===== src/rtl/uart_tx_fifo_if.sv =====
// Byte-write / serial-status bundle between a CPU-side writer and the UART transmitter.
// Latency: none (pure wiring).
// Backpressure: none in-band; the writer watches full/count, a write to a full FIFO is dropped and flagged.
//   uart_in  : [8] write strobe, [7:0] byte
//   tx       : serial line, idle high
//   busy     : FIFO non-empty or frame in flight
//   full     : occupancy == depth
//   overflow : sticky, a write was dropped
//   count    : occupancy 0..depth
interface uart_tx_fifo_if;
  logic [8:0] uart_in;
  logic       tx;
  logic       busy;
  logic       full;
  logic       overflow;
  logic [6:0] count;

  modport master (output uart_in, input tx, busy, full, overflow, count);
  modport slave  (input uart_in, output tx, busy, full, overflow, count);
endinterface


===== src/rtl/uart_tx_fifo.sv =====
// UART transmitter (8N1, LSB first) fed by a circular byte FIFO.
// Latency: byte written at edge N into an empty, idle block drives tx low after edge N+1.
// Backpressure: none; a write seen while full with no pop on the same edge is dropped and sets overflow.
//   clock   : sole clock, rising edge
//   reset_n : asynchronous active-low reset, clears FIFO, FSM and overflow, tx high
//   bus     : slave side of uart_tx_fifo_if (uart_in in; tx/busy/full/overflow/count out)
module uart_tx_fifo #(
  parameter int CLKS_PER_BIT = 16,
  parameter int FIFO_DEPTH   = 8
) (
  input  logic          clock,
  input  logic          reset_n,
  uart_tx_fifo_if.slave bus
);

  localparam int         AW       = (FIFO_DEPTH > 1) ? $clog2(FIFO_DEPTH) : 1;
  localparam logic [6:0] DEPTH_C  = 7'(FIFO_DEPTH);
  localparam logic [15:0] BAUD_MAX = 16'(CLKS_PER_BIT - 1);

  typedef enum logic [1:0] {IDLE, START, DATA, STOP} state_t;

  state_t        state;
  logic [7:0]    mem [FIFO_DEPTH];
  logic [AW-1:0] wr_ptr;
  logic [AW-1:0] rd_ptr;
  logic [6:0]    count_q;
  logic          overflow_q;
  logic          tx_q;
  logic [7:0]    shreg;
  logic [15:0]   baud;
  logic [2:0]    bit_idx;

  logic strobe;
  logic pop;
  logic push;
  logic drop;

  assign strobe = bus.uart_in[8];
  // The FSM takes the head byte on any IDLE edge with data queued.
  assign pop    = (state == IDLE) && (count_q != 7'd0);
  // A pop on the same edge frees a slot, so a full FIFO can still take the write.
  assign push   = strobe && ((count_q != DEPTH_C) || pop);
  assign drop   = strobe && (count_q == DEPTH_C) && !pop;

  // Storage carries no reset; validity is tracked entirely by the pointers and count.
  // When full, wr_ptr == rd_ptr; the pop reads the old byte before the write lands.
  always_ff @(posedge clock) begin
    if (push) begin
      mem[wr_ptr] <= bus.uart_in[7:0];
    end
  end

  always_ff @(posedge clock or negedge reset_n) begin
    if (!reset_n) begin
      wr_ptr     <= '0;
      rd_ptr     <= '0;
      count_q    <= '0;
      overflow_q <= 1'b0;
    end else begin
      // Pointers are power-of-two wide, so natural rollover is the modulo wrap.
      if (push) wr_ptr <= wr_ptr + 1'b1;
      if (pop)  rd_ptr <= rd_ptr + 1'b1;
      count_q <= count_q + {6'd0, push} - {6'd0, pop};
      if (drop) overflow_q <= 1'b1;
    end
  end

  always_ff @(posedge clock or negedge reset_n) begin
    if (!reset_n) begin
      state   <= IDLE;
      tx_q    <= 1'b1;
      shreg   <= '0;
      baud    <= '0;
      bit_idx <= '0;
    end else begin
      case (state)
        IDLE: begin
          tx_q    <= 1'b1;
          baud    <= '0;
          bit_idx <= '0;
          if (pop) begin
            shreg <= mem[rd_ptr];
            tx_q  <= 1'b0;
            state <= START;
          end
        end
        START: begin
          if (baud == BAUD_MAX) begin
            baud  <= '0;
            tx_q  <= shreg[0];
            state <= DATA;
          end else begin
            baud <= baud + 1'b1;
          end
        end
        DATA: begin
          if (baud == BAUD_MAX) begin
            baud <= '0;
            if (bit_idx == 3'd7) begin
              bit_idx <= '0;
              tx_q    <= 1'b1;
              state   <= STOP;
            end else begin
              // Shift so the next bit to send is always shreg[0].
              bit_idx <= bit_idx + 1'b1;
              shreg   <= {1'b0, shreg[7:1]};
              tx_q    <= shreg[1];
            end
          end else begin
            baud <= baud + 1'b1;
          end
        end
        STOP: begin
          tx_q <= 1'b1;
          if (baud == BAUD_MAX) begin
            baud  <= '0;
            state <= IDLE;
          end else begin
            baud <= baud + 1'b1;
          end
        end
        default: begin
          tx_q  <= 1'b1;
          baud  <= '0;
          state <= IDLE;
        end
      endcase
    end
  end

  assign bus.tx       = tx_q;
  assign bus.busy     = (state != IDLE) || (count_q != 7'd0);
  assign bus.full     = (count_q == DEPTH_C);
  assign bus.overflow = overflow_q;
  assign bus.count    = count_q;

endmodule


===== src/flat_wrapper.sv =====
// flat-port wrapper written by rule: the top's interface ports become plain ports
module uart_tx_fifo_flat 
#(
  parameter int CLKS_PER_BIT = 16,
  parameter int FIFO_DEPTH   = 8
)
  (clock, reset_n, bus_uart_in, bus_tx, bus_busy, bus_full, bus_overflow, bus_count);
  uart_tx_fifo_if bus_i ();
  input  logic clock;
  input  logic reset_n;
  input wire logic [$bits(bus_i.uart_in)-1:0] bus_uart_in;
  output wire logic [$bits(bus_i.tx)-1:0] bus_tx;
  output wire logic [$bits(bus_i.busy)-1:0] bus_busy;
  output wire logic [$bits(bus_i.full)-1:0] bus_full;
  output wire logic [$bits(bus_i.overflow)-1:0] bus_overflow;
  output wire logic [$bits(bus_i.count)-1:0] bus_count;
  assign bus_i.uart_in = bus_uart_in;
  assign bus_tx = bus_i.tx;
  assign bus_busy = bus_i.busy;
  assign bus_full = bus_i.full;
  assign bus_overflow = bus_i.overflow;
  assign bus_count = bus_i.count;
  uart_tx_fifo #(.CLKS_PER_BIT(CLKS_PER_BIT), .FIFO_DEPTH(FIFO_DEPTH)) u_core (.clock(clock), .reset_n(reset_n), .bus(bus_i));
endmodule

===== config.mk =====
export PLATFORM = sky130hd
export DESIGN_NAME = uart_tx_fifo_flat
export DESIGN_NICKNAME = d
export VERILOG_FILES = /design/src/rtl/uart_tx_fifo_if.sv /design/src/rtl/uart_tx_fifo.sv /design/src/flat_wrapper.sv
export SDC_FILE = /design/constraint.sdc
export NUM_CORES = 1
export LEC_CHECK = 0
export CAP_MARGIN = 25
export CORE_MARGIN = 3
export CORE_UTILIZATION = 54
export CTS_CLUSTER_SIZE = 24
export DETAILED_ROUTE_END_ITERATION = 10
export GPL_ROUTABILITY_DRIVEN = 1
export GPL_TIMING_DRIVEN = 0
export PLACE_DENSITY = 0.82
export SYNTH_ARGS = -nofsm -noshare
export SYNTH_HDL_FRONTEND = slang
export SYNTH_SLANG_ARGS = --single-unit
export TNS_END_PERCENT = 5

===== constraint.sdc =====
create_clock -name clock -period 2.7 [get_ports clock]
set_input_delay 0.27 -clock clock [delete_from_list [all_inputs] [get_ports clock]]
set_output_delay 0.27 -clock clock [all_outputs]
set_load 0.02 [all_outputs]

[Word level (Yosys, flattened, before mapping)]
Memories as Yosys holds them, arrays and structs flattened.
Index checks and enable logic that the tools add are counted.
W data, S select, Z words.
Word-level totals
  register bits: 44
  bits in writable memories: 64
  input bits: 11
  logic and storage cells: 67
  memories kept: 1
Cells by class
  add/sub/neg operators: 6
  equality and inequality tests: 13
  mux-type cells: 22
  reductions and logical operators: 16
Memory list
  u_core.mem: depth 8, width 8, read ports 1, clocked after memory_dff 0, write ports 1, RTL line uart_tx_fifo.sv:23  | logic [7:0] mem [FIFO_DEPTH];
Operators by type and width (count)
  $pmux W16 S2: 1
  $mux W8: 3
  $add A16 B1 Y16 const B: 1
  $eq A16 B4 Y1 const B: 1
  $mux W16: 1
  $pmux W8 S2: 1
  $mux W2: 5
  $ne A2 B1 Y1 const B: 5
  $add A3 B1 Y3 const B: 3
  $pmux W2 S4: 1
  $add A7 B1 Y7: 1
  $eq A7 B4 Y1 const B: 1
  $ne A7 B4 Y1 const B: 1
  $reduce_bool A7 Y1: 1
  $sub A7 B1 Y7: 1
  $mux W1: 6
  $mux W3: 2
  $pmux W3 S2: 1
  $reduce_and A5 Y1: 1
  $eq A2 B2 Y1 const B: 2
  $logic_and A1 B1 Y1: 4
  $pmux W1 S4: 1
  $reduce_and A2 Y1: 2
  $reduce_and A4 Y1: 1
  other kinds (8): 10

[Logic depth before layout (Yosys ltp)]
Gate-level depths: netlist of the first run.
  word-level depth: 6
  gate-level depth with buffers: 13
  depth with buffers taken out: 13

[Worst setup path after synthesis of the first run]
Ideal clock, no wire load.
  path type: register to register
  start: reg u_core.count_q[5], in the netlist u_core.bus.count[5]
  end: reg u_core.count_q[6], in the netlist u_core.bus.count[6]
  data arrival time: 2.981 ns
  required time: 2.564 ns
  setup slack: -0.417 ns
  stages on the path, launching flop included: 14
  clock period less this slack: 3.117 ns
  cell sequence: dfrtp_1 > inv_1 > ha_1 > nor4b_1 > a21oi_1 > ha_1 > inv_1 > ha_1 > inv_1 > fa_1 > nand2b_1 > a21oi_1 > o21a_1 > o211ai_1
Between the ends
  word-level cells in the longest chain between the ends: 6
  elaborated cells between the ends (all ways): 7
Ends and longest elaborated chain
  from (decl): RTL line uart_tx_fifo.sv:26  | logic [6:0] count_q;
  from (signal assigned): RTL line uart_tx_fifo.sv:63  | count_q <= count_q + {6'd0, push} - {6'd0, pop};
  $reduce_bool A7 Y1 (*): RTL line uart_tx_fifo.sv:40  | assign pop = (state == IDLE) && (count_q != 7'd0);
  $logic_and A1 B1 Y1 (*): RTL line uart_tx_fifo.sv:40
  named net u_core.pop: RTL line uart_tx_fifo.sv:34  | logic pop;
  $logic_or A1 B1 Y1: RTL line uart_tx_fifo.sv:42  | assign push = strobe && ((count_q != DEPTH_C) || pop);
  $logic_and A1 B1 Y1: RTL line uart_tx_fifo.sv:42
  $add A7 B1 Y7: RTL line uart_tx_fifo.sv:63
  $sub A7 B1 Y7 (*): RTL line uart_tx_fifo.sv:63
Mark *: on every way through the listed nets, which the timed path passes. The rest lies on a longest branch.
A chain may end at the register's enable or synchronous reset.

[Final worst setup path of the first run]
  start: reg u_core.count_q[4], in the netlist u_core.bus.count[4]
  end: reg u_core.count_q[6], in the netlist u_core.bus.count[6]
The elaborated chain is that of the path after synthesis.

==> key figures, run 1 <==
Critical path
  – Worst setup startpoint: u_core.bus.count[4]
  – Depth of the worst register-to-register path: 13
  – R2R Path End: u_core.bus.count[6]
  – Crit-path max FO: 4
  – Setup CP Type: flip-flop to flip-flop
  – Worst EP required: between 2 and 3 ns
  – Crit. End Element: flip-flop
  – Worst R2R Setup Slack: -0.003 ns
  – Worst EP arrival: between 2 and 3 ns
  – R2r startpoint: u_core.bus.count[4]
  – CP startpoint kind: flip-flop
  – CP endpoint: u_core.bus.count[6]

Timing
  – Final setup skew: around 0.014 ns
  – Final worst path period share: 1.001
  – Highest Clock Rate: ~370 MHz
  – RSZ-0062 raised after global routing: yes
  – Post-route setup slack: -0.002889 ns
  – Hold Slack: 0.3043 ns
  – Final setup fails: 1
  – Fin. Hold Viols: 0
  – Worst-margin pin slew: ~0.9 ns
  – Max-slew headroom: 0.3922
  – Final Max Slew Viols: 0
  – Post-layout min period: between 2 and 3 ns

Placed design
  – Post-DP HPWL: 6391 um
  – Port bufs: 21
  – Area after DPL: 0.005311 sq mm
  – Placer Congestion: 0.8475
  – Placed Cells: 474

Power
  – Lkg Pwr: 2.228 nW
  – Clock power frac: 0.223
  – Reg power frac: 0.474
  – Int Power: about 0.0030 W
  – Gate power share: 0.303
  – Sw Share: 0.3315
  – Peak VDD IR: 0.0005476 V
  – Design Power: roughly 0.0045 W
  – Psw: 0.001496 W
  – Power Density: just under 800 mW/mm^2

Outcome
  – Failing checks: negative setup slack
  – Status: complete, but fails checks

GRT
  – Grt ovf: 0
  – Initial antenna violation count: 0
  – Global-route wire length before repair: 15,500 um
  – Largest net degree at the start of global routing: 33
  – Vias in the first global route: around 3,000
  – Total GRT Usage: 0.2016

Synthesis
  – Most common flop cell mapped by yosys: edfxtp_1
  – Count of different cell masters after synthesis: 50
  – Syn Inst Count: between 300 and 400
  – Cell accounting for the most synthesized area: edfxtp_1
  – Post-Synth Adder-Cell Area: 0.05548
  – Mux share of post-synthesis cell area: 0.1063
  – Most common cell in the netlist: edfxtp_1
  – Synthesized area per cell: 14.33 sq um
  – Register area share after synthesis: 0.6209
  – Synth top area share: 0.3946
  – Yosys reg bits: roughly 110
  – Top cells by instance count after synthesis: edfxtp_1 (64), dfrtp_1 (43), inv_1 (23), nor2_1 (23), ha_1 (20)
  – Synth Warn #: 0
  – Synth async-reset ratio: 0.4074
  – Largest family of logic cells by synthesized area: multiplexers
  – Top cells by area, synth: edfxtp_1 (39%), dfrtp_1 (22%), mux4_2 (7.4%)
  – Syn_nets: about 370
  – Xor/xnor share of the synthesized area: 0.03237
  – Synth Area in Compound Gates: 0.06627
  – Synthesized cell area: 0.004871 sq mm
  – EDFF count, synth: 64
  – Simple-Gate Fraction of Synth Area: 0.09196

Layout
  – Nets@finish: 430
  – Fin area: 0.005766 sq mm
  – Area growth syn-to-layout: 18.37%
  – N_diodes: 0
  – Fin cells: ~500
  – Layout cell share with drive strength beyond 1: 0.2531

Floorplan
  – Initial Util: 0.5585
  – Row cnt: 34
  – Chip height: approximately 100 um
  – DIE WIDTH: a little over 100 um
  – Die area: 0.01020 sq mm
  – IO Pins: 22
  – Core Region: about 0.0087 sq mm

Clock tree
  – Total CTS buffers: 9
  – Sink Count: 108
  – Clk pin slew, worst setup/hold paths: approximately 0.12 ns
  – Clock H-tree levels: 3
  – Root buffer cell: clkbuf_8
  – Worst skew pair latency: approximately 0.38 ns
  – TritonCTS clock tree: yes
  – Clock buffer depth: 2

Route
  – Final ANT Viol Nets: 0
  – Via/cell ratio: ~5.9
  – Drt pass-1 iters: 4
  – Initial DRC Count: 143
  – Residual DRC: 0
  – Via Count: ~3,000
  – Total Wirelength: a little under 10,000 um
  – DR WL/cell: around 19 um

Job
  – Max-cap viol count: 0

Hold path
  – Hold Crit Class: input pin to async pin
==> sequential cells by signal (all words and copies together), names as in the netlist <==
signal	flops
u_core.baud	16
u_core.bit_idx	3
u_core.bus.count	7
u_core.bus.overflow	1
u_core.bus.tx	1
u_core.mem	64
u_core.rd_ptr	3
u_core.shreg	8
u_core.state	2
u_core.wr_ptr	3
==> layer usage <==
metal	wire length [um]	global-route usage	up-vias
li1	-	-	1391
met1	4091	0.2724	1509
met2	4966	0.3347	87
met3	424	0.04083	15
met4	195	0.05726	0
met5	0	0	-
==> cells by family (layout without fill, tap and decap cells) <==
group	Yosys count	in the layout
muxes	31	31
xor gates and xnor gates	18	18
AOI/OAI and AO/OA	42	42
DFF	108	108
and+or+nand+nor	88	88
buffers and inverters	32	95
adders and majority gates	21	21
==> power groups by stage <==
stage                     Clock (W)  Sequential (W)  Combinational [W]
after global placement            0         0.00215            0.00105
after detailed placement          0         0.00218            0.00113
after CTS                   0.00102         0.00214            0.00124
after global routing        0.00109         0.00216            0.00151
final                       0.00101         0.00214            0.00137
after floorplan                   0         0.00221           0.000676
==> stage by stage <==
step | setup TNS, ns | setup slack [ns] | utilization
after floorplan | -0.08510 | -0.02448 | -
after global placement | -39.41 | -1.198 | 0.6010
after detailed placement | -6.604 | -0.6101 | 0.6090
after CTS | 0 | 0.004791 | 0.6463
after global routing | -2.442 | -0.1399 | 0.6611
final | -0.002889 | -0.002889 | 0.6611
==> how the worst min path moves through the flow <==
| stage | from | to | slack, ns | cells past startpoint |
|---|---|---|---|---|
| 2_1_floorplan | reset_n | u_core.baud[0] | -0.03 | 0 |
| 3_3_place_gp | u_core.baud[0] | u_core.baud[0] | 0.45 | 1 |
| 3_5_place_dp | reset_n | u_core.baud[14] | 0.18 | 1 |
| 4_1_cts | reset_n | u_core.baud[13] | 0.31 | 2 |
| 5_1_grt | reset_n | u_core.baud[13] | 0.32 | 2 |
| 6_report | reset_n | u_core.baud[13] | 0.30 | 2 |
==> critical path, cell delays in order (launching register included) <==
cell and delay [ns]:
dfrtp_1 0.41, inv_2 0.09, ha_4 0.13, nor4b_4 0.34, a21oi_4 0.10, ha_1 0.27
inv_1 0.06, ha_2 0.18, inv_2 0.04, fa_2 0.36, nand2b_4 0.17, a21oi_4 0.17
o21a_1 0.17, o211ai_1 0.09
==> placed cells by master (no fill, tap or decap), types with 6 or more instances in the layout <==
cell type / Yosys / routed
nand2_1: 19 / 18
dfrtp_1: 43 / 43
ha_1: 20 / 16
inv_1: 23 / 16
clkbuf_8: 0 / 9
o221a_2: 6 / 6
mux4_2: 16 / 16
xnor2_1: 13 / 13
edfxtp_1: 64 / 64
buf_4: 0 / 23
nor2_1: 23 / 23
o21ai_0: 8 / 8
clkdlybuf4s50_1: 0 / 19
or3_1: 6 / 6
nand3_1: 8 / 8
mux2i_1: 9 / 9
==> layout make-up <==
cell class | count | area [sq um]
Buffer | 9 | 43.79
Clock buffer | 9 | 123.9
Clock inverter | 7 | 81.33
Inverter | 23 | 92.59
Fill cell | 612 | 2955
Timing Repair Buffer | 47 | 411.6
Tap cell | 108 | 135.1
Multi-Input combinational cell | 200 | 1853
Sequential cell | 108 | 3024
==> repair_timing <==
item                                    4_1_cts  5_1_grt
hold endpoints to repair                     12        0
pin swaps                                     3        5
endpoints found under the setup margin       60       37
setup buffers                                10       11
hold buffers                                  1        0
gates resized for setup                      11       14
No activity file was read; power rests on OpenSTA's default activity.
==> run 2: changes to the inputs <==
Settings changed: CORE_UTILIZATION 54 to 45, PLACE_DENSITY 0.82 to 0.72.
==> key figures, run 2 (synthesized netlist as in run 1, its figures left out) <==
Timing
  – Post-route setup slack: 0.06406 ns (was -0.002889 ns)
  – Final worst path period share: 0.9763 (was 1.001)
  – Fin. Hold Viols: 0 (unchanged)
  – RSZ-0062 raised after global routing: yes (unchanged)
  – Final Max Slew Viols: 0 (unchanged)
  – Hold Slack: 0.3967 ns (was 0.3043 ns)
  – Final setup skew: 0.008119 ns (was 0.01429 ns)
  – Max-slew headroom: 0.3857 (was 0.3922)
  – Final setup fails: 0 (was 1)
  – Highest Clock Rate: 379.4 MHz (was 370.0 MHz)
  – Worst-margin pin slew: 0.9160 ns (was 0.9084 ns)
  – Post-layout min period: 2.636 ns (was 2.703 ns)

Floorplan
  – Core Region: 0.01042 sq mm (was 0.008721 sq mm)
  – Chip height: 110.0 um (was 101.0 um)
  – Initial Util: 0.4676 (was 0.5585)
  – Die area: 0.01211 sq mm (was 0.01020 sq mm)
  – IO Pins: 22 (unchanged)
  – DIE WIDTH: 110.0 um (was 101.0 um)
  – Row cnt: 37 (was 34)

Critical path
  – Worst setup startpoint: u_core.bus.count[5] (was u_core.bus.count[4])
  – Worst EP arrival: 2.89 ns (was 2.97 ns)
  – R2r startpoint: u_core.bus.count[5] (was u_core.bus.count[4])
  – Setup CP Type: flip-flop to flip-flop (unchanged)
  – CP startpoint kind: flip-flop (unchanged)
  – Crit. End Element: flip-flop (unchanged)
  – Worst EP required: 2.95 ns (was 2.96 ns)
  – Crit-path max FO: 7 (was 4)

Power
  – Clock power frac: 0.222 (was 0.223)
  – Int Power: 0.002901 W (was 0.003018 W)
  – Psw: 0.001386 W (was 0.001496 W)
  – Gate power share: 0.280 (was 0.303)
  – Peak VDD IR: 0.0006654 V (was 0.0005476 V)
  – Reg power frac: 0.498 (was 0.474)
  – Sw Share: 0.3234 (was 0.3315)
  – Power Density: 756.9 mW/mm^2 (was 782.9 mW/mm^2)
  – Lkg Pwr: 2.200 nW (was 2.228 nW)
  – Design Power: 0.004287 W (was 0.004514 W)

Layout
  – Most common cell after layout, fill and taps aside: edfxtp_1 (unchanged)
  – Commonest cells after routing, fill and taps aside: edfxtp_1 (64), dfrtp_1 (43), nor2_1 (22) (was edfxtp_1 (64), dfrtp_1 (43), nor2_1 (23), buf_4 (23), clkdlybuf4s50_1 (19))
  – Area growth syn-to-layout: 16.29% (was 18.37%)
  – Layout cell share with drive strength beyond 1: 0.2076 (was 0.2531)
  – Max FFs per register: 64 (unchanged)
  – Util after Layout: 0.5438 (was 0.6611)
  – N_diodes: 0 (unchanged)
  – Largest regs: u_core.mem x64, u_core.baud x16, u_core.shreg x8 (unchanged)
  – Reg with most FFs: u_core.mem (unchanged)
  – Nets@finish: 422 (was 430)

GRT
  – Total GRT Usage: 0.1639 (was 0.2016)
  – Largest net degree at the start of global routing: 27 (was 33)
  – Vias in the first global route: 2,975 (was 3,015)
  – Grt ovf: 0 (unchanged)
  – Global-route wire length before repair: 14,860 um (was 15,500 um)
  – Initial antenna violation count: 0 (unchanged)

Route
  – Via Count: 2,865 (was 3,002)
  – Residual DRC: 0 (unchanged)
  – Total Wirelength: 8951 um (was 9677 um)
  – DR WL/cell: 16.86 um (was 18.94 um)
  – Via/cell ratio: 5.395 (was 5.875)
  – Drt pass-1 iters: 4 (unchanged)
  – Final ANT Viol Nets: 0 (unchanged)
  – Initial DRC Count: 141 (was 143)

Job
  – Max-cap viol count: 0 (unchanged)

Placed design
  – Post-DP HPWL: 6338 um (was 6391 um)
  – Port bufs: 21 (unchanged)
  – Dpl ws: -0.5569 ns (was -0.6101 ns)
  – Placer Congestion: 0.7908 (was 0.8475)

Outcome
  – Status: complete, no violations (was complete, but fails checks)

Clock tree
  – Sink Count: 108 (unchanged)
  – TritonCTS clock tree: yes (unchanged)
  – Root buffer cell: clkbuf_8 (unchanged)
  – Clock buffer depth: 2 (unchanged)
  – Total CTS buffers: 9 (unchanged)
  – Worst skew pair latency: 0.37 ns (was 0.38 ns)
  – Clock H-tree levels: 3 (unchanged)
  – Clk pin slew, worst setup/hold paths: 0.11 ns (was 0.12 ns)

Hold path
  – Hold Crit Class: input pin to async pin (unchanged)
[run 2: area by class of cell]
cell class	instances	area, sq um
sequential	108	3024
multi-input combinational	200	1800
buffer	9	43.79
clock buffer	9	123.9
inverter	23	86.33
fill	871	4752
timing repair buffer	39	350.3
clock inverter	7	65.06
tap	136	170.2
[run 2: what timing repair did]
item | in CTS | in global routing
setup endpoints to repair | 54 | 14
gates resized for setup | 9 | 5
endpoints found under the hold margin | 17 | 0
hold buffers | 1 | 0
gates cloned | 0 | 0
buffers inserted | 7 | 2
pin swaps | 2 | 1
[run 2: worst paths after layout]
path                                       endpoint  slack, ns  cells after the start
worst max-delay path            u_core.bus.count[6]       0.06                     15
worst max register to register  u_core.bus.count[6]       0.06                     15
max in group asynchronous          u_core.rd_ptr[1]       1.80                      3
min in group clock                   u_core.baud[0]       0.46                      1
worst min-delay path                u_core.state[0]       0.40                      2
worst min register to register       u_core.baud[0]       0.46                      1
[run 2: power by group through the flow]
stage	Clock (W)	Combinational, W	Sequential [W]
after floorplan	0	0.000676	0.00221
after global placement	0	0.00106	0.00216
after detailed placement	0	0.00113	0.00217
after CTS	0.000987	0.00119	0.00213
after global routing	0.00105	0.00133	0.00216
final	0.000954	0.00120	0.00213
[run 2: critical path: stages (launching register included)]
cell and delay (ns):
dfrtp_1 0.40, inv_1 0.08, ha_1 0.15, nor4b_4 0.27, buf_4 0.19, o211ai_1 0.08
buf_4 0.17, nand2_4 0.12, inv_1 0.06, ha_1 0.21, inv_1 0.08, fa_2 0.20
nand2b_1 0.12, a21oi_2 0.07, o2111ai_1 0.19, o211ai_1 0.13
[run 2: routing by layer]
metal | wire length [um] | part of all wire | GRT usage
met2 | 4462 | 0.50 | 0.2686
met1 | 4129 | 0.46 | 0.2187
met4 | 112 | 0.013 | 0.04809
met3 | 246 | 0.027 | 0.03902
met5 | 0 | 0 | 0
[run 2: metrics by stage]
stage | TNS, ns | area, sq um | cells
floorplan | -0.08510 | 4896 | 340
global placement | -33.38 | 5276 | 497
detailed placement | -4.357 | 5346 | 505
CTS | 0 | 5632 | 529
global route | -0.2436 | 5664 | 531
finish | 0 | 5664 | 531
==> run 3: changes to the inputs <==
Settings changed: ABC_CLOCK_PERIOD_IN_PS set to 2700.
==> results of run 3 <==
The final DEF is identical to that of run 2; final timing and power are the same.
==> edit 1: new RTL, flow settings as in run 1 <==
One comparison of `count_q` changes from == to >=.
--- a/src/rtl/uart_tx_fifo.sv
+++ b/src/rtl/uart_tx_fifo.sv
@@ -40,7 +40,7 @@
   assign pop    = (state == IDLE) && (count_q != 7'd0);
   // A pop on the same edge frees a slot, so a full FIFO can still take the write.
   assign push   = strobe && ((count_q != DEPTH_C) || pop);
-  assign drop   = strobe && (count_q == DEPTH_C) && !pop;
+  assign drop   = strobe && (count_q >= DEPTH_C) && !pop;
 
   // Storage carries no reset; validity is tracked entirely by the pointers and count.
   // When full, wr_ptr == rd_ptr; the pop reads the old byte before the write lands.
Function: no difference found for any inputs over 10 cycles, from zero or initial values and one cycle with reset_n low; that may be too few to reach the edited logic, so the function may still have changed.
==> edit 1 against run 1 <==
Cell area increased by 1.7%; wire length decreased by 0.45%; synthesized area increased by 3.6%; setup slack improved by 0.080 ns; power decreased by 0.44%; final cell count increased by 2.0%; critical path depth decreased by 5; sequential cell count unchanged; critical path type unchanged; largest power group unchanged.
==> edit 1: results (changes against run 1) <==
Status
  – Status: completed (was complete, but fails checks)

Synth
  – Most area-consuming cells after synthesis: edfxtp_1, dfrtp_1, mux4_1, ha_1, nor2_1 (was edfxtp_1, dfrtp_1, mux4_2, ha_1, xnor2_1)
  – Synth cell types: 49 (was 50)
  – Compound-gate portion of the synthesized area: 5.80% (was 6.63%)
  – Post-synthesis mux area share: 11.8% (was 10.6%)
  – Sequential area share after synthesis: 59.9% (was 62.1%)
  – Post-Synth Adder-Cell Area: 6.10% (was 5.55%)
  – Post-synth top cells: edfxtp_1, dfrtp_1, nor2_1 (was edfxtp_1, dfrtp_1, inv_1, nor2_1, ha_1)
  – Synthesized Nets: 389 (was 372)
  – XOR/XNOR Fraction of Synth Area: 3.30% (was 3.24%)

Route
  – DRT met1 WL: 4080 µm (was 4090 µm)
  – DR WL/cell: 18.5 µm (was 18.9 µm)
  – Number of vias per cell: 5.98 (was 5.87)
  – Initial DRC count: 115 (was 143)
  – Met3 wire length: 353 µm (was 424 µm)
  – Met2 wire len: 5070 µm (was 4970 µm)

Setup path
  – CP max stage delay: 0.72 ns (was 0.41 ns)
  – Crit path arrival time: 2.62 ns (was 2.97 ns)
  – CP max FO: 8 (was 4)
  – R2r setup slk: 0.08 ns (was -0.003 ns)
  – Worst path slowest cell: nor2_1 (was dfrtp_1)
  – Crit-path leading delay family: simple AND/OR/NAND/NOR gates (was adder cells)

GRT
  – Met3 Resource Use GR: 5.48% (was 4.08%)
  – M1 GR Usage: 24.4% (was 27.2%)
  – First-pass GRT wire length: 15700 µm (was 15500 µm)
  – Vias in the first global route: 3217 (was 3015)
  – Overall global routing resource usage: 19.8% (was 20.2%)
  – Met2 GRT Util: 34.8% (was 33.5%)

Placed design
  – GP Congestion: 0.835 (was 0.848)
  – Placement Cell Area: 5440 µm² (was 5310 µm²)
  – DP HPWL: 6440 µm (was 6390 µm)

Pwr
  – LEAKAGE: 2.31 nW (was 2.23 nW)
  – Peak VDD IR: 0.471 mV (was 0.548 mV)

STA
  – Hold_ws: 0.395 ns (was 0.304 ns)
  – Tightest Pin Transition: 0.867 ns (was 0.908 ns)

Final layout
  – NumNets Final: 443 (was 430)
==> edit 1: cell types whose count changed after synthesis, moves of 6 or more <==
cell            run 1  this run
mux4_1              0        16
mux4_2             16         0
nor2_1             23        34
mux2_2              5        11
o22ai_1             1         7
==> edit 1: final timing paths <==
kind	startpoint	to	depth (start not counted)
max	u_core.state[1]	u_core.mem[4][6]	8
min	reset_n	u_core.bus.count[6]	2
max reg2reg	u_core.state[1]	u_core.mem[4][6]	8
min reg2reg	u_core.bus.overflow	u_core.bus.overflow	1
max in group asynchronous	reset_n	u_core.baud[6]	3
min in group clock	u_core.bus.overflow	u_core.bus.overflow	1
==> edit 1: through the flow <==
step                instances  setup WS [ns]
finish                    521         0.0772
global route              521         -0.102
CTS                       513        -0.0226
detailed placement        486         -0.338
global placement          483         -0.209
floorplan                 354       -0.00315
==> edit 1: what timing repair did <==
item | in CTS | in global routing
pin swaps | 7 | 11
hold endpoints to repair | 19 | 0
hold buffers | 1 | 0
gates resized for setup | 6 | 15
buffers inserted | 10 | 8
endpoints found under the setup margin | 2 | 61
gates cloned | 0 | 0
==> edit 1: worst register-to-register path, stage by stage, from the launching register on <==
cell	delay (ns)
dfrtp_1	0.44
inv_2	0.12
ha_4	0.15
inv_1	0.07
o211ai_1	0.30
buf_4	0.17
buf_4	0.12
nand3b_1	0.16
nor2_1	0.72
==> edit 1: final cells by class <==
class	count	area [µm²]
inverters	22	82.6
clock buffers	10	128
plain buffers	10	75.1
multi-input cells	214	1970
fillers	627	3030
well taps	108	135
clock inverters	6	53.8
repair buffers	43	393
flip-flops and latches	108	3030
==> edit 1: power by group <==
group / switching [mW] / leakage, nW / internal [mW]
sequential: 0.142 / 1.13 / 1.99
combinational: 0.767 / 1.08 / 0.674
clock: 0.561 / 0.0951 / 0.356
==> edit 2: new RTL, flow settings as in run 1 <==
Made on the original files. `FIFO_DEPTH` is set to 8 in 2 places; all go to 4.
--- a/src/rtl/uart_tx_fifo.sv
+++ b/src/rtl/uart_tx_fifo.sv
@@ -6,7 +6,7 @@
 //   bus     : slave side of uart_tx_fifo_if (uart_in in; tx/busy/full/overflow/count out)
 module uart_tx_fifo #(
   parameter int CLKS_PER_BIT = 16,
-  parameter int FIFO_DEPTH   = 8
+  parameter int FIFO_DEPTH   = 4
 ) (
   input  logic          clock,
   input  logic          reset_n,
--- a/src/flat_wrapper.sv
+++ b/src/flat_wrapper.sv
@@ -2,7 +2,7 @@
 module uart_tx_fifo_flat 
 #(
   parameter int CLKS_PER_BIT = 16,
-  parameter int FIFO_DEPTH   = 8
+  parameter int FIFO_DEPTH   = 4
 )
   (clock, reset_n, bus_uart_in, bus_tx, bus_busy, bus_full, bus_overflow, bus_count);
   uart_tx_fifo_if bus_i ();
Behaviour: not the same (a bounded check fails within 10 cycles, from zero or initial values and one cycle with reset_n low).
==> edit 2 against run 1 <==
Setup slack improved by 0.14 ns; critical path depth shrank 6; non-clock buffer count down 18; register-to-register slack improved by 0.16 ns; synthesized area down 27%; sequential cell count decreased by 34; cell area down 26%; power decreased by 21%; clock skew is 0.0071 ns lower; wire length shrank 34%; largest cell class unchanged.
==> edit 2: results (changes against run 1) <==
Route
  – DR WL/cell: 16.4 µm (was 18.9 µm)
  – Initial DRC count: 109 (was 143)

Placed design
  – Placement Cell Area: 3890 µm² (was 5310 µm²)
  – GP Congestion: 0.780 (was 0.848)
  – Pre-CTS setup slack: -0.307 ns (was -0.610 ns)
  – Placed insts: 366 (was 474)
  – DP HPWL: 4430 µm (was 6390 µm)

Final layout
  – NumNets Final: 346 (was 430)
  – Layout Cells excl Fill: 393 (was 511)
  – Post-route design area: 4290 µm² (was 5770 µm²)
  – Non-clk bufs: 38 (was 56)
  – Seq/total area: 47.0% (was 52.5%)
  – Layout cells sized above 1: 25.8% (was 25.3%)
  – Clock network share of area: 5.26% (was 3.56%)
  – Multi-In Gates: 167 (was 200)
  – Non-clock buffering overhead: 7.88% (was 7.90%)

Setup path
  – Crit path to: bus_busy (was u_core.bus.count[6])
  – Crit path arrival time: 2.29 ns (was 2.97 ns)

Synth
  – Most area-consuming cells after synthesis: dfrtp_1, edfxtp_1, ha_1, mux2_2, mux4_2 (was edfxtp_1, dfrtp_1, mux4_2, ha_1, xnor2_1)
  – Post-Synth Adder-Cell Area: 7.96% (was 5.55%)
  – Compound-gate portion of the synthesized area: 5.35% (was 6.63%)
  – Synthesized Nets: 302 (was 372)
  – Sequential area share after synthesis: 56.7% (was 62.1%)
  – Post-synthesis mux area share: 12.0% (was 10.6%)
  – Post-synth top flop: dfrtp_1 (was edfxtp_1)
  – Post-synth EDFFs: 32 (was 64)
  – Synthesized area per cell: 13.2 µm² (was 14.3 µm²)

Pwr
  – LEAKAGE: 1.75 nW (was 2.23 nW)
  – Peak VDD IR: 0.772 mV (was 0.548 mV)

GRT
  – First-pass GRT wire length: 11400 µm (was 15500 µm)
  – Met3 Resource Use GR: 5.96% (was 4.08%)
  – Largest net degree at the start of global routing: 24 (was 33)

STA
  – Worst-case clock skew: 0.00724 ns (was 0.0143 ns)
  – Final min period: 2.56 ns (was 2.70 ns)
  – Tightest Pin Transition: 0.504 ns (was 0.908 ns)
  – Hold_ws: 0.419 ns (was 0.304 ns)

Status
  – Status: completed (was complete, but fails checks)

Clock network
  – CTS Sinks: 74 (was 108)
-- edit 2: power groups by stage --
stage | logic (mW) | clock network [mW] | registers, mW
6_report | 1.15 | 0.964 | 1.47
5_1_grt | 1.28 | 1.04 | 1.49
4_1_cts | 0.999 | 0.978 | 1.48
3_5_place_dp | 0.952 | 0 | 1.49
3_3_place_gp | 0.896 | 0 | 1.48
2_1_floorplan | 0.571 | 0 | 1.54
-- edit 2: repair_timing --
action	CTS	global route
gates resized for setup	7	14
hold endpoints to repair	19	0
pin swaps	0	6
buffers inserted	3	7
hold buffers	1	0
setup endpoints to repair	3	4
-- edit 2: critical path: stages (launching register included) --
cell and delay, ns:
dfrtp_1 0.40, inv_2 0.07, ha_1 0.15, nor4b_4 0.27, buf_4 0.20, and3_2 0.26
inv_1 0.06, clkdlybuf4s50_1 0.53
-- edit 2: routing by layer --
layer,up-vias,share of wire (%),wire (µm)
li1,1056,-,-
met1,1095,46,2970
met2,37,49,3140
met3,10,3.2,205
met4,0,1.8,115
met5,-,0,0
